## src/rtl/fifo_uart_tx_if.sv

```systemverilog
// Byte hand-off from the FIFO into the UART drain stage, plus the serial-side status.
// master = FIFO/system side, slave = fifo_uart_tx.
interface fifo_uart_tx_if;
  logic        nostock;
  logic [7:0]  fifo_dout;
  logic        rd;
  logic        txd;
  logic        busy;
  logic        tx_done;
  logic [15:0] frame_count;

  modport master (output nostock, fifo_dout, input rd, txd, busy, tx_done, frame_count);
  modport slave  (input nostock, fifo_dout, output rd, txd, busy, tx_done, frame_count);
endinterface

```

## src/rtl/fifo_uart_tx.sv

```systemverilog
// FIFO drain + async serialiser: pulls one byte per frame and sends start, 8 data (LSB first),
// optional even parity (build with PARITY_EN defined), and STOP_BITS stop bits.
// state | meaning:  IDLE wait for data | REQ rd strobe | LOAD capture byte | START start bit
//                   DATA data bits     | PAR parity bit | STOP stop bit(s), tx_done on last cycle
module fifo_uart_tx #(
  parameter int CLKS_PER_BIT = 16,
  parameter int STOP_BITS    = 1
) (
  input  logic          clk,
  input  logic          rst,
  fifo_uart_tx_if.slave bus
);

  typedef enum logic [2:0] {IDLE, REQ, LOAD, START, DATA, PAR, STOP} state_t;

  localparam logic [15:0] BAUD_LAST     = 16'(CLKS_PER_BIT - 1);
  localparam logic        STOP_LAST_IDX = 1'(STOP_BITS - 1);

  state_t      state, state_nxt;
  logic [15:0] baud;
  logic [2:0]  bit_idx;
  logic        stop_idx;
  logic [7:0]  shift;
  logic [15:0] frame_count;
  logic        bit_end, stop_last;
  logic        txd_c, rd_c, busy_c, tx_done_c;
`ifdef PARITY_EN
  logic        par_bit;
`endif

  assign bit_end   = (baud == BAUD_LAST);
  assign stop_last = bit_end && (stop_idx == STOP_LAST_IDX);

  always_ff @(posedge clk or posedge rst) begin
    if (rst) state <= IDLE;
    else     state <= state_nxt;
  end

  always_comb begin
    state_nxt = state;
    case (state)
      IDLE:  if (!bus.nostock) state_nxt = REQ;
      REQ:   state_nxt = LOAD;
      LOAD:  state_nxt = START;
      START: if (bit_end) state_nxt = DATA;
`ifdef PARITY_EN
      DATA:  if (bit_end && bit_idx == 3'd7) state_nxt = PAR;
      PAR:   if (bit_end) state_nxt = STOP;
`else
      DATA:  if (bit_end && bit_idx == 3'd7) state_nxt = STOP;
`endif
      STOP:  if (stop_last) state_nxt = IDLE;
      default: state_nxt = IDLE;
    endcase
  end

  always_comb begin
    txd_c     = 1'b1;
    rd_c      = 1'b0;
    busy_c    = 1'b1;
    tx_done_c = 1'b0;
    case (state)
      IDLE:  busy_c = 1'b0;
      REQ:   rd_c = 1'b1;
      START: txd_c = 1'b0;
      DATA:  txd_c = shift[0];
`ifdef PARITY_EN
      PAR:   txd_c = par_bit;
`endif
      STOP:  tx_done_c = stop_last;
      default: ;
    endcase
  end

  // Baud counter only runs inside the serial part of the frame, so it starts at 0 on START.
  always_ff @(posedge clk or posedge rst) begin
    if (rst) begin
      baud        <= '0;
      bit_idx     <= '0;
      stop_idx    <= 1'b0;
      shift       <= '0;
      frame_count <= '0;
`ifdef PARITY_EN
      par_bit     <= 1'b0;
`endif
    end else begin
      if (state == IDLE || state == REQ || state == LOAD || bit_end) baud <= '0;
      else                                                          baud <= baud + 16'd1;

      if (state == LOAD) begin
        shift    <= bus.fifo_dout;
        bit_idx  <= '0;
        stop_idx <= 1'b0;
`ifdef PARITY_EN
        par_bit  <= ^bus.fifo_dout;
`endif
      end

      if (state == DATA && bit_end) begin
        shift   <= {1'b0, shift[7:1]};
        bit_idx <= bit_idx + 3'd1;
      end

      if (state == STOP && bit_end && !stop_last) stop_idx <= stop_idx + 1'b1;
      if (state == STOP && stop_last)             frame_count <= frame_count + 16'd1;
    end
  end

  assign bus.txd         = txd_c;
  assign bus.rd          = rd_c;
  assign bus.busy        = busy_c;
  assign bus.tx_done     = tx_done_c;
  assign bus.frame_count = frame_count;

endmodule
```

## src/flat_wrapper.sv

```systemverilog
// flat-port wrapper written by rule: the top's interface ports become plain ports
module fifo_uart_tx_flat 
#(
  parameter int CLKS_PER_BIT = 16,
  parameter int STOP_BITS    = 1
)
  (clk, rst, bus_nostock, bus_fifo_dout, bus_rd, bus_txd, bus_busy, bus_tx_done, bus_frame_count);
  fifo_uart_tx_if bus_i ();
  input  logic clk;
  input  logic rst;
  input wire logic [$bits(bus_i.nostock)-1:0] bus_nostock;
  input wire logic [$bits(bus_i.fifo_dout)-1:0] bus_fifo_dout;
  output wire logic [$bits(bus_i.rd)-1:0] bus_rd;
  output wire logic [$bits(bus_i.txd)-1:0] bus_txd;
  output wire logic [$bits(bus_i.busy)-1:0] bus_busy;
  output wire logic [$bits(bus_i.tx_done)-1:0] bus_tx_done;
  output wire logic [$bits(bus_i.frame_count)-1:0] bus_frame_count;
  assign bus_i.nostock = bus_nostock;
  assign bus_i.fifo_dout = bus_fifo_dout;
  assign bus_rd = bus_i.rd;
  assign bus_txd = bus_i.txd;
  assign bus_busy = bus_i.busy;
  assign bus_tx_done = bus_i.tx_done;
  assign bus_frame_count = bus_i.frame_count;
  fifo_uart_tx #(.CLKS_PER_BIT(CLKS_PER_BIT), .STOP_BITS(STOP_BITS)) u_core (.clk(clk), .rst(rst), .bus(bus_i));
endmodule
```

## config.mk

```make
export PLATFORM = sky130hd
export DESIGN_NAME = fifo_uart_tx_flat
export DESIGN_NICKNAME = d
export VERILOG_FILES = /design/src/rtl/fifo_uart_tx_if.sv /design/src/rtl/fifo_uart_tx.sv /design/src/flat_wrapper.sv
export SDC_FILE = /design/constraint.sdc
export NUM_CORES = 1
export LEC_CHECK = 0
export CAP_MARGIN = 20
export CELL_PAD_IN_SITES_DETAIL_PLACEMENT = 2
export CELL_PAD_IN_SITES_GLOBAL_PLACEMENT = 2
export CORE_MARGIN = 2
export CORE_UTILIZATION = 32
export DETAILED_ROUTE_END_ITERATION = 7
export PLACE_DENSITY = 0.74
export SETUP_SLACK_MARGIN = 0.5
export SLEW_MARGIN = 20
export SYNTH_ARGS = -nofsm -noshare
export SYNTH_HDL_FRONTEND = slang
export SYNTH_SLANG_ARGS = --single-unit
```

## constraint.sdc

```tcl
create_clock -name clk -period 2.22 [get_ports clk]
set_clock_uncertainty 0.05 [all_clocks]
set_input_delay 0.222 -clock clk [delete_from_list [all_inputs] [get_ports clk]]
set_output_delay 0.222 -clock clk [all_outputs]
set_load 0.02 [all_outputs]
```

==> results of run 1 <==
==> state kept, by name, summed over array words and instances, names as in the netlist <==
register	flops
u_core.stop_idx	1
u_core.bus.frame_count	16
u_core.shift	8
u_core.baud	16
u_core.bit_idx	3
u_core.state	3
==> critical path, stage by stage (launching register included) <==
cell and delay, ns:
dfrtp_1 0.41, or4_4 0.58, buf_6 0.15, nor4_4 0.30, buf_4 0.17, nand4_4 0.21, buf_4 0.23, nor2_4 0.10
xnor2_2 0.14
==> power groups by stage <==
stage          registers, W  clock network (W)  logic (W)
2_1_floorplan       0.00108                  0   0.000486
3_3_place_gp        0.00109                  0   0.000762
3_5_place_dp        0.00110                  0   0.000782
4_1_cts             0.00108           0.000582    0.00119
5_1_grt             0.00112           0.000627    0.00144
6_report            0.00111           0.000587    0.00136
==> metrics by stage <==
stage                     hold slack [ns]  TNS, ns  area [µm²]
after detailed placement            0.407   -0.234        2940
final                               0.228    -3.52        3710
after CTS                           0.211   -0.189        3420
after global routing                0.246    -6.07        3710
after global placement              0.406  -0.0585        2940
after floorplan                     0.344        0        2330
==> what timing repair did <==
| item | 4_1_cts | 5_1_grt |
|---|---|---|
| resized for setup | 92 | 37 |
| setup endpoints to repair | 52 | 53 |
| gates cloned | 1 | 1 |
| hold buffers | 0 | 0 |
| buffers inserted | 13 | 13 |
| pin swaps | 29 | 13 |
==> cell usage in the layout, fill, tap and decap left out, types with 8 or more instances in the layout <==
| cell type | n |
|---|---|
| a21o_1 | 9 |
| buf_4 | 33 |
| buf_6 | 21 |
| clkdlybuf4s50_1 | 20 |
| dfrtp_1 | 46 |
| nor2_4 | 18 |
| xnor2_1 | 15 |
| xnor2_2 | 8 |
==> layer usage <==
layer	global-route usage	wire length, µm
met4	0.0689	235
met2	0.407	5340
met5	0	0
met3	0.0224	202
met1	0.251	4080
==> layout make-up <==
class                           instances  area share
Tap cell                               96      0.0324
Multi-Input combinational cell        149       0.383
Inverter                               10      0.0111
Clock inverter                          2     0.00439
Sequential cell                        47       0.317
Timing Repair Buffer                   85       0.230
Clock buffer                            6      0.0223
==> path summary, 6_finish.rpt <==
kind                                  from                    endpoint  slack (ns)  depth (start not counted)
hold / removal                         rst           u_core.bit_idx[1]        0.23                          2
setup reg to reg           u_core.baud[11]  u_core.bus.frame_count[13]       -0.20                          8
max in group asynchronous              rst             u_core.state[1]        1.28                          3
setup / recovery           u_core.baud[11]  u_core.bus.frame_count[13]       -0.20                          8
min in group clk           u_core.shift[2]             u_core.shift[2]        0.45                          1
hold reg to reg            u_core.shift[2]             u_core.shift[2]        0.45                          1
==> cell families (layout without fill, tap and decap cells) <==
logic type | Yosys count | after routing
simple gates | 89 | 89
flops | 47 | 47
xor+xnor | 29 | 29
compound gates | 24 | 24
buf+inv | 17 | 103
fa+ha+maj | 4 | 4
mux | 3 | 3
==> reports/metrics.cfg, run 1 <==
[sta]
setup_viol = 45
grt_setup_unrepaired = yes
fin_crit_sh = 1.09
hold_viol = 0
worst_slack_ns = -0.195
slew_viol_final = 0
worst_slew_pin_slew_ns = 0.763
max_freq_mhz = 414
period_minus_slack_ns = 2.42
max_slew_margin = 0.484

[die]
io_pins = 31
die_h_um = 88.5
die_area_mm2 = 0.00784
rows = 30
dieWidth_um = 88.5
initial_core_util = 0.333
core_mm2 = 0.00687

[synth]
synth_edf_count = 0
netlist_area_mm2 = 0.00229
synth_simple_gate_area_frac = 0.226
yosysUniqueCellTypes = 40
synth_mux_area_frac = 0.0142
yosysSeqAreaShare = 0.514
synthAdderAreaFrac = 0.0219
synth_ff_type = dfrtp_1
async_flop_share = 1.00
yosysTopAreaCellShare = 0.514
yosysMostFrequentCell = dfrtp_1
synth-compound-area-share = 0.0793
synth-seq-cells = 47
postSynthCellCount = 213
netlist_top_cells_count = dfrtp_1, nor2_1, xnor2_1
synth_xor_area_frac = 0.111
yosysTopAreaCell = dfrtp_1
ys_warn_count = 0
syn_avg_cell_area_um2 = 10.7
synth_top_family_by_area = simple AND/OR/NAND/NOR gates
synth_area_leaders = dfrtp_1, xnor2_1, nor2_1
syn-num-nets = 228

[clocking]
cts_buffers = 5
cts.clk_slew.worst_paths_ns = 0.10
clockBufferDepth = 2
clk_latency_ns = 0.32
cts.sinks = 47
cts_root_buf = clkbuf_8
tritoncts = built
htree_levels = 2

[setup_path]
critPathArrivalTime_ns = 2.61
cp-end-kind = flip-flop
critPathLaunchType = flip-flop
crit_type = flip-flop to flip-flop
worstPathRequired_ns = 2.41
path_max_fanout = 7

[min_path]
hold_path.class = input pin to async pin

[power]
p_leak_nw = 1.78
p_seq_frac = 0.362
fin_total_pwr_w = 0.00306
p_int_w = 0.00189
p_sw_frac = 0.381
power_density_mw_per_mm2 = 824
comb_power_share = 0.446
p_sw_w = 0.00116
ir_drop_mv = 0.552
pwr-share-clk = 0.192

[global_route]
grt.overflow.total = 0
grt_pass1_vias = 2202
grt_pass1_wl_um = 12500
antenna_found_initial = 0
groute.usage.overall = 0.215
grt_max_degree = 22

[routing]
drt-pass1-iter-count = 4
routed_wire_length_per_instance_um = 24.9
wl_um = 9860
vias = 2044
drt_iter0_markers = 43
drc = 0
avgViaCountPerCell = 5.17
drtAntennaViolNets = 0

[layout]
synthToLayoutAreaGrowth_pct = 62.1
multi_input_area_mm2 = 0.00142
final_nets = 313
seqCellArea_mm2 = 0.00118
instances_no_fill = 395
drive_above_1_share = 0.455
diodes = 0
post-route-util = 0.540
fillers = 666

[placed_design]
port_buffers = 30
dp.cells = 359
place_ws_ns = -0.0721
gp_congestion = 0.743
dp_hpwl_um = 4130

[flow_run]
cap_viol_max_count = 0

[status]
status = finished with violations
violations = negative setup slack

(Power assumes the default switching activity.)
==> inputs of run 2 (changes only) <==
- CELL_PAD_IN_SITES_DETAIL_PLACEMENT: 2 -> not set
- CELL_PAD_IN_SITES_GLOBAL_PLACEMENT: 2 -> not set
- CORE_UTILIZATION: 32 -> 49
==> run 2 against run 1 <==
The run still ends with negative setup slack left; non-clock buffer count fell by 26; global-route usage shrank 1.7 points; via count fell by 14%; power decreased by 4.0%; final cell count is 18% lower; maximum frequency rose by 8.2%; worst hold slack about the same; clock power up 24%; sequential power about the same; cell area decreased by 11%; first-iteration DRC count grew 60%.
==> reports/metrics.cfg, run 2 (synthesized netlist as in run 1, its figures left out) <==
[die]
rows = 24  ; -20%
die_h_um = 72.3  ; -18%
core_mm2 = 0.00441  ; -36%
initial_core_util = 0.518  ; +0.185
io_pins = 31  ; unchanged
dieWidth_um = 72.3  ; -18%
die_area_mm2 = 0.00523  ; -33%

[setup_path]
slowest_stage = or4_4
critPathLaunchType = flip-flop
critPathArrivalTime_ns = 2.37  ; -0.24 ns
crit_type = flip-flop to flip-flop
cp-end-kind = flip-flop
cpMostUsedCell = or4_4
path_cells = or4_4 > buf_6 > or4_4 > nor2_8 > nor2_4 > mux2_4
worstPathRequired_ns = 2.35  ; -0.06 ns
max_stage_delay_ns = 0.55  ; -0.03 ns
path_max_fanout = 8  ; +1

[sta]
hold_slack_ns = 0.228  ; -0.000321 ns
worst_slack_ns = -0.0128  ; +0.183 ns
fin_crit_sh = 1.01  ; -0.0822
worst_slew_pin_slew_ns = 0.596  ; -0.168 ns
period_minus_slack_ns = 2.23  ; -0.183 ns
grt_setup_unrepaired = yes
max_freq_mhz = 448  ; +8.2%
max_slew_margin = 0.598  ; +0.114
slew_viol_final = 0  ; unchanged
fin_tns_setup_ns = -0.0510  ; +3.47 ns
setup_viol = 7  ; -84%
hold_viol = 0  ; unchanged

[power]
p_seq_frac = 0.375  ; +0.013
p_int_w = 0.00198  ; +4.5%
comb_power_share = 0.377  ; -0.069
p_sw_frac = 0.326  ; -0.0547
p_sw_w = 0.000957  ; -18%
p_leak_nw = 1.52  ; -15%
pwr-share-clk = 0.248  ; +0.056
power_density_mw_per_mm2 = 894  ; +8.4%
ir_drop_mv = 1.00  ; +81%

[layout]
layout_common_cells = dfrtp_1, clkdlybuf4s50_1, xnor2_1
synthToLayoutAreaGrowth_pct = 43.5
drive_above_1_share = 0.330  ; -0.125
final_common_cell = dfrtp_1
diodes = 0  ; unchanged
instances_no_fill = 325  ; -18%
final_nets = 287  ; -8.3%
post-route-util = 0.744  ; +0.204
top_regs = u_core.baud x16, u_core.bus.frame_count x16, u_core.shift x8

[clocking]
clk_latency_ns = 0.29  ; -0.03 ns
htree_levels = 2  ; unchanged
clockBufferDepth = 2  ; unchanged
cts.sinks = 47  ; unchanged
tritoncts = built
cts.clk_slew.worst_paths_ns = 0.09  ; about the same
ctsHoldBuffers = 0  ; unchanged
cts_root_buf = clkbuf_8
cts_buffers = 5  ; unchanged

[placed_design]
dp_hpwl_um = 3230  ; -22%
port_buffers = 30  ; unchanged
gp_congestion = 0.795  ; +7.0%
dp.cells = 311  ; -13%
place_ws_ns = -0.0379  ; +0.0342 ns

[global_route]
grt.overflow.total = 0  ; unchanged
grtUsageMet2 = 0.346  ; -0.0618
met3_usage = 0.0403  ; +0.0179
grt_pass1_wl_um = 8160  ; -35%
grt_max_degree = 27  ; +23%
busiest_layer = met2
grt_util_met1 = 0.252  ; +0.000959
grt_pass1_vias = 1778  ; -19%
groute.usage.overall = 0.198  ; -0.0169
antenna_found_initial = 0  ; unchanged

[routing]
routed_wire_length_per_instance_um = 15.4  ; -38%
drt-pass1-iter-count = 4  ; unchanged
vias = 1761  ; -14%
wl_um = 4990  ; -49%
avgViaCountPerCell = 5.42  ; +4.7%
drc = 0  ; unchanged
drtAntennaViolNets = 0  ; unchanged
drt_iter0_markers = 69  ; +60%

[min_path]
hold_path.class = input pin to async pin

[flow_run]
cap_viol_max_count = 0  ; unchanged

[status]
status = finished with violations
violations = negative setup slack

-- run 2: cell types whose count changed in the layout (fill, tap and decap cells not counted), moves of 2 or more --
cell	previous run	this run
o21ai_1	1	3
buf_4	33	19
xnor2_1	15	21
nand2_4	4	0
o21ai_2	2	0
bufinv_16	0	2
nand3_4	2	0
buf_6	21	8
clkinvlp_4	2	0
buf_2	0	2
nand2_1	6	10
xnor2_2	8	2
clkdlybuf4s50_1	20	24
dlygate4sd2_1	4	0
-- run 2: worst max-delay path, delay by kind of cell (launching register included) --
family	cells	cell delay [ns]
flops	1	0.38
buf+inv	1	0.14
simple gates	4	1.30
mux	1	0.25
-- run 2: area by class of cell --
type | count | area, µm²
clock buffers | 6 | 72.6
clock inverters | 2 | 60.1
fillers | 306 | 1130
inverters | 10 | 37.5
multi-input cells | 149 | 1280
flip-flops and latches | 47 | 1180
well taps | 52 | 65.1
repair buffers | 59 | 593
-- run 2: final timing paths --
path	from	to	slack (ns)	cells after the start
worst max-delay path	u_core.baud[7]	u_core.bit_idx[0]	-0.01	6
worst min-delay path	rst	u_core.baud[9]	0.23	2
worst max register to register	u_core.baud[7]	u_core.bit_idx[0]	-0.01	6
worst min register to register	u_core.bus.frame_count[15]	u_core.bus.frame_count[15]	0.42	1
max in group asynchronous	rst	u_core.state[1]	1.37	3
min in group clk	u_core.bus.frame_count[15]	u_core.bus.frame_count[15]	0.42	1
-- run 2: metrics by stage --
stage          area, µm²  total power [W]
5_1_grt             3280          0.00308
6_report            3280          0.00293
3_3_place_gp        2870          0.00183
4_1_cts             3160          0.00274
2_1_floorplan       2330          0.00156
3_5_place_dp        2870          0.00186
-- run 2: what timing repair did --
item                                   4_1_cts  5_1_grt
buffers inserted                             3        2
pin swaps                                   11       15
setup endpoints to repair                   51       52
endpoints found under the hold margin        0        0
gates cloned                                 0        1
resized for setup                           58       22
-- run 2: metal layers --
metal / vias up / wire [µm]
met5: - / 0
met1: 878 / 2230
met4: 0 / 25
met2: 30 / 2570
met3: 2 / 172
li1: 851 / -
-- run 2: power groups by stage --
stage | Combinational, W | Sequential, W | Clock [W]
final | 0.00111 | 0.00110 | 0.000728
after global routing | 0.00119 | 0.00111 | 0.000775
after CTS | 0.000906 | 0.00109 | 0.000742
after detailed placement | 0.000757 | 0.00110 | 0
after global placement | 0.000735 | 0.00109 | 0
after floorplan | 0.000486 | 0.00108 | 0
